$ cat config.mk
export PLATFORM = sky130hd
export DESIGN_NAME = seq_match_fsm_flat
export DESIGN_NICKNAME = d
export VERILOG_FILES = /design/src/rtl/seq_match_if.sv /design/src/rtl/seq_match_fsm.sv /design/src/flat_wrapper.sv
export SDC_FILE = /design/constraint.sdc
export NUM_CORES = 1
export LEC_CHECK = 0
export BUFFER_PORTS_ARGS = -buffer_cell sky130_fd_sc_hd__buf_4
export CORE_MARGIN = 8
export CORE_UTILIZATION = 49
export CTS_CLUSTER_SIZE = 40
export DETAILED_ROUTE_END_ITERATION = 6
export HOLD_SLACK_MARGIN = 0.1
export PLACE_DENSITY_LB_ADDON = 0.05
export SYNTH_ARGS = -nofsm -noshare
export SYNTH_HDL_FRONTEND = slang
export SYNTH_SLANG_ARGS = --single-unit
$ cat constraint.sdc
create_clock -name clock -period 3.2 [get_ports clock]
set_input_delay 0.16 -clock clock [delete_from_list [all_inputs] [get_ports clock]]
set_output_delay 0.16 -clock clock [all_outputs]
set_load 0.02 [all_outputs]
$ cat src/rtl/seq_match_if.sv
// Stream-monitor bus for seq_match_fsm: beat/compare inputs and match/hit status outputs.
interface seq_match_if #(
    parameter int DW = 8,
    parameter int CW = 4,
    parameter int GW = 3
) ();
    logic          valid;
    logic [DW-1:0] data;
    logic [DW-1:0] pattern;
    logic [DW-1:0] mask;
    logic [GW-1:0] gap;
    logic          ready;
    logic          busy;
    logic          hit;
    logic [CW-1:0] cnt;
    logic          ovf;

    // Stream source / configuration side
    modport master (
        output valid, data, pattern, mask, gap,
        input  ready, busy, hit, cnt, ovf
    );

    // Matcher side
    modport slave (
        input  valid, data, pattern, mask, gap,
        output ready, busy, hit, cnt, ovf
    );
endinterface

$ cat src/rtl/seq_match_fsm.sv
// Counts masked pattern matches over a valid burst, then replays one hit pulse
// per counted match separated by a programmable number of idle cycles.
module seq_match_fsm #(
    parameter int DW = 8,
    parameter int CW = 4,
    parameter int GW = 3
) (
    input  logic        clock,
    input  logic        reset,
    input  logic        clear,
    seq_match_if.slave  bus
);

    typedef enum logic [1:0] {
        S_IDLE   = 2'd0,
        S_WATCH  = 2'd1,
        S_ASSERT = 2'd2,
        S_GAP    = 2'd3
    } state_t;

    localparam logic [CW-1:0] CNT_MAX = '1;

    state_t        state_q, state_d;
    logic [CW-1:0] cnt_q, cnt_d;
    logic [GW-1:0] gap_cnt_q, gap_cnt_d;
    logic [GW-1:0] gap_lat_q, gap_lat_d;
    logic          ovf_q, ovf_d;
    logic          match;

    // Saturating increment: the count sticks at its maximum instead of wrapping.
    function automatic logic [CW-1:0] sat_inc(input logic [CW-1:0] v);
        return (v == CNT_MAX) ? v : v + CW'(1);
    endfunction

    // Status outputs decode from the registered state only.
    assign bus.ready = (state_q == S_IDLE) || (state_q == S_WATCH);
    assign bus.busy  = (state_q != S_IDLE);
    assign bus.hit   = (state_q == S_ASSERT);
    assign bus.cnt   = cnt_q;
    assign bus.ovf   = ovf_q;

    assign match = bus.valid && bus.ready &&
                   ((bus.data & bus.mask) == (bus.pattern & bus.mask));

    // Next-state, counter and sticky-overflow computation.
    always_comb begin
        state_d   = state_q;
        cnt_d     = cnt_q;
        gap_cnt_d = gap_cnt_q;
        gap_lat_d = gap_lat_q;
        ovf_d     = ovf_q;
        unique case (state_q)
            S_IDLE: begin
                if (bus.valid) begin
                    // Burst start: the overflow flag belongs to the previous burst.
                    state_d = S_WATCH;
                    ovf_d   = 1'b0;
                    if (match) begin
                        cnt_d = sat_inc(cnt_q);
                    end
                end
            end
            S_WATCH: begin
                if (bus.valid) begin
                    if (match) begin
                        cnt_d = sat_inc(cnt_q);
                        if (cnt_q == CNT_MAX) begin
                            ovf_d = 1'b1;
                        end
                    end
                end else if (cnt_q == '0) begin
                    state_d = S_IDLE;
                end else begin
                    // Freeze the gap for the whole replay of this burst.
                    state_d   = S_ASSERT;
                    gap_lat_d = bus.gap;
                end
            end
            S_ASSERT: begin
                cnt_d = cnt_q - CW'(1);
                if (cnt_q == CW'(1)) begin
                    state_d = S_IDLE;
                end else if (gap_lat_q != '0) begin
                    state_d   = S_GAP;
                    gap_cnt_d = gap_lat_q;
                end
            end
            S_GAP: begin
                gap_cnt_d = gap_cnt_q - GW'(1);
                if (gap_cnt_q == GW'(1)) begin
                    state_d = S_ASSERT;
                end
            end
            default: state_d = S_IDLE;
        endcase
    end

    // State and counter registers; reset and clear both abort any pending replay.
    always_ff @(posedge clock) begin
        if (reset || clear) begin
            state_q   <= S_IDLE;
            cnt_q     <= '0;
            gap_cnt_q <= '0;
            ovf_q     <= 1'b0;
        end else begin
            state_q   <= state_d;
            cnt_q     <= cnt_d;
            gap_cnt_q <= gap_cnt_d;
            ovf_q     <= ovf_d;
        end
        // Latched gap is always written on WATCH->ASSERT before it is used.
        gap_lat_q <= gap_lat_d;
    end

endmodule
$ cat src/flat_wrapper.sv
// flat-port wrapper written by rule: the top's interface ports become plain ports
module seq_match_fsm_flat 
#(
    parameter int DW = 8,
    parameter int CW = 4,
    parameter int GW = 3
)
  (clock, reset, clear, bus_valid, bus_data, bus_pattern, bus_mask, bus_gap, bus_ready, bus_busy, bus_hit, bus_cnt, bus_ovf);
  seq_match_if #(.DW(DW), .CW(CW), .GW(GW)) bus_i ();
  input  logic clock;
  input  logic reset;
  input  logic clear;
  input wire logic [$bits(bus_i.valid)-1:0] bus_valid;
  input wire logic [$bits(bus_i.data)-1:0] bus_data;
  input wire logic [$bits(bus_i.pattern)-1:0] bus_pattern;
  input wire logic [$bits(bus_i.mask)-1:0] bus_mask;
  input wire logic [$bits(bus_i.gap)-1:0] bus_gap;
  output wire logic [$bits(bus_i.ready)-1:0] bus_ready;
  output wire logic [$bits(bus_i.busy)-1:0] bus_busy;
  output wire logic [$bits(bus_i.hit)-1:0] bus_hit;
  output wire logic [$bits(bus_i.cnt)-1:0] bus_cnt;
  output wire logic [$bits(bus_i.ovf)-1:0] bus_ovf;
  assign bus_i.valid = bus_valid;
  assign bus_i.data = bus_data;
  assign bus_i.pattern = bus_pattern;
  assign bus_i.mask = bus_mask;
  assign bus_i.gap = bus_gap;
  assign bus_ready = bus_i.ready;
  assign bus_busy = bus_i.busy;
  assign bus_hit = bus_i.hit;
  assign bus_cnt = bus_i.cnt;
  assign bus_ovf = bus_i.ovf;
  seq_match_fsm #(.DW(DW), .CW(CW), .GW(GW)) u_core (.clock(clock), .reset(reset), .clear(clear), .bus(bus_i));
endmodule
==> flow_summary.yaml <==
status:
  status: "complete, no violations"
setup_path:
  r2r_start: "u_core.state_q[1]"
  cp.arrival_ns: 1.86
  critical_path.max_stage_delay_ns: 0.53
  end_kind: "flip-flop"
  crit_type: "reg2reg"
  r2r_end: "u_core.bus.cnt[1]"
  path_max_fanout: 14
  cp_slowest_cell: "dfxtp_1"
  crit_chain: "nand2b_1, a21oi_1, and3_1, and4_1, o31a_1"
  reg2regPathDepth: 5
  r2r_setup_slack_ns: 1.52
  cp.required_ns: 3.38
  start_kind: "flip-flop"
floorplanning:
  io-pin-count: 39
  initial_utilization: 0.5086
  dieHeight_um: 57.64
  num_rows: 15
  design.die.area_um2: 3322
  coreArea_um2: 1670
  die_w_um: 57.64
worst_hold_path:
  hold_class: "in2reg"
  worstHoldPathCells: 3
  hp-start: "reset"
  whs_endpoint: "u_core.bus.cnt[3]"
clocking:
  cts-resized-gates: 0
  cts_buffer_depth: 2
  cts.sinks: 13
  cts_buffers: 3
  cts_root_buf: "clkbuf_4"
  clk_latency_ns: 0.28
  cts_max_level: 1
  cts_tree: "done"
  cts.clk_slew.worst_paths_ns: 0.08
power_and_ir_drop:
  p_leak_nw: 0.5510
  total_power_uw: 334.2
  max-vdd-ir-drop_mv: 0.1810
  power.density_nw_per_um2: 278.6
placement:
  gp_congestion: 0.8269
  dp_hpwl_mm: 1.875
  port_buffers: 38
  pre_cts_slack_ns: 1.543
cells_and_area:
  final-seq-area_um2: 290.3
  multiInputGateArea_um2: 524.3
  drive_gt1_frac: 0.3050
  diodes: 0
  fin_util: 0.7184
  syn_to_final_growth_pct: 41.24
  n_fill_cell: 141
  fin_nets: 179
drt:
  drt-initial-drc-count: 4
  via_per_inst: 5.620
  first_pass_iters: 4
  ant_nets: 0
  vias: 888
  wirelength_mm: 2.366
  post-route-drc-count: 0
  wl_per_cell_um: 14.97
sta:
  worst_pin_slew_ns: 0.7296
  rsz0062_at_grt: "false"
  timing.setup.tns_ns: 0
  whs_ns: 0.1532
  finalSetupViolCount: 0
  finalCritPeriodShare: 0.5257
  setup_ws_ns: 1.518
  max_clock_freq_ghz: 0.5945
  final_max_slew_viol_count: 0
  finalClockSkew_ns: 0.006297
  final_hold_viol_count: 0
  fin_crit_ns: 1.682
  max-slew-margin-rel: 0.5136
synth:
  syn-cell-area_um2: 849.6
  synth_area_leaders: "dfxtp_1 24%, edfxtp_1 11%, ha_1 8.8%"
  syn_inst: 99
  ys_seq_area_frac: 0.3417
  ys_ff_latch: 13
  avgSynthCellArea_um2: 8.581
  yosysTopAreaCell: "dfxtp_1"
  synth_fp_nets: 136
  synth_cell_types: 31
  yosys_warnings: 0
  yosys.area.top_type_share: 0.2356
run:
  cap_violations: 0
global_routing:
  grt_util_all_layers: 0.1453
  antenna_found_initial: 0
  grt_max_degree: 15
  grt_pass1_vias: 924
  grt_pass1_wl_mm: 3.884
  grt_remaining_overflow: 0
==> cells by family (layout without fill, tap and decap cells) <==
logic type,Yosys count,count (layout),synth area share
AO/OA/AOI/OAI,23,23,0.1841
flip-flops,13,13,0.3417
adder cells (fa/ha/maj),6,6,0.08836
XOR/XNOR,8,8,0.08248
buffers and inverters,9,51,0.04123
AND/OR/NAND/NOR,37,37,0.2268
multiplexers,3,3,0.03535
==> through the flow <==
step,instance area (um2),std cells
floorplan,849.6,99
global placement,1144,151
detailed placement,1144,151
CTS,1200,158
global route,1200,158
finish,1200,158
==> cells in the mapped netlist <==
master	n
nand2_1	10
o21ai_0	3
nor4_1	1
ha_1	6
edfxtp_1	3
nor3_1	2
nand4_1	1
a22oi_1	3
o31a_1	1
a21oi_1	6
inv_1	6
dfxtp_1	10
xor2_1	8
a41oi_1	1
and3_1	6
a31oi_1	2
nand3b_1	2
a211oi_1	1
or2_2	2
buf_2	1
nor2_1	6
mux2i_1	3
nand3_1	1
o211ai_1	2
a222oi_1	1
or3_1	2
clkbuf_1	2
a311oi_1	3
and2_1	1
nand2b_1	2
and4_1	1
==> how the worst max path moves through the flow <==
stage          slack [ns]                end               from  cells after the start
2_1_floorplan        1.62  u_core.bus.cnt[1]  u_core.bus.cnt[0]                      5
3_3_place_gp         1.57  u_core.bus.cnt[1]        bus_data[1]                      5
3_5_place_dp         1.54  u_core.bus.cnt[1]        bus_data[1]                      5
4_1_cts              1.55  u_core.bus.cnt[1]  u_core.state_q[1]                      5
5_1_grt              1.43  u_core.bus.cnt[1]  u_core.state_q[1]                      5
6_report             1.52  u_core.bus.cnt[1]  u_core.state_q[1]                      5
==> repair_timing <==
item,4_1_cts,5_1_grt
hold endpoints to repair,3,0
hold buffers,3,0
setup buffers,0,0
==> worst max-delay path, delay by kind of cell (launching register included) <==
family	cells	cell delay, ns
and+or+nand+nor	3	0.72
DFF	1	0.53
AOI/OAI and AO/OA	2	0.34
==> report_power, final <==
group	internal (mW)	switching (mW)	total [mW]
Sequential	0.168	0.00155	0.170
Combinational	0.0369	0.0234	0.0603
Clock	0.0484	0.0559	0.104
==> metal layers <==
metal | global-route usage | wire [um]
met1 | 0.1556 | 1012
met2 | 0.2347 | 1122
met3 | 0.07506 | 210
met4 | 0.06071 | 21
met5 | 0 | 0
==> placed cells by master, fill, tap and decap left out, types with 2 or more instances in the layout <==
cell / Yosys / final
nand2b_1: 2 / 2
mux2i_1: 3 / 3
clkbuf_4: 0 / 3
a22oi_1: 3 / 3
nor3_1: 2 / 2
ha_1: 6 / 6
dlygate4sd3_1: 0 / 3
a21oi_1: 6 / 6
xor2_1: 8 / 8
edfxtp_1: 3 / 3
or2_2: 2 / 2
nor2_1: 6 / 6
nand2_1: 10 / 10
a31oi_1: 2 / 2
dfxtp_1: 10 / 10
and3_1: 6 / 6
nand3b_1: 2 / 2
or3_1: 2 / 2
inv_1: 6 / 6
a311oi_1: 3 / 3
buf_4: 0 / 38
o21ai_0: 3 / 3
o211ai_1: 2 / 2
==> area by class of cell <==
| type | count | area share |
|---|---|---|
| multi-input combinational | 77 | 0.4369 |
| timing repair buffer | 41 | 0.2628 |
| sequential | 13 | 0.2419 |
| clock buffer | 4 | 0.02190 |
| inverter | 6 | 0.01877 |
| tap | 17 | 0.01773 |
==> state kept, by name, summed over array words and instances (netlist names) <==
name	cells
u_core.bus.cnt	4
u_core.state_q	2
u_core.bus.ovf	1
u_core.gap_cnt_q	3
u_core.gap_lat_q	3
Note: power is estimated with default switching activity, not from simulation.
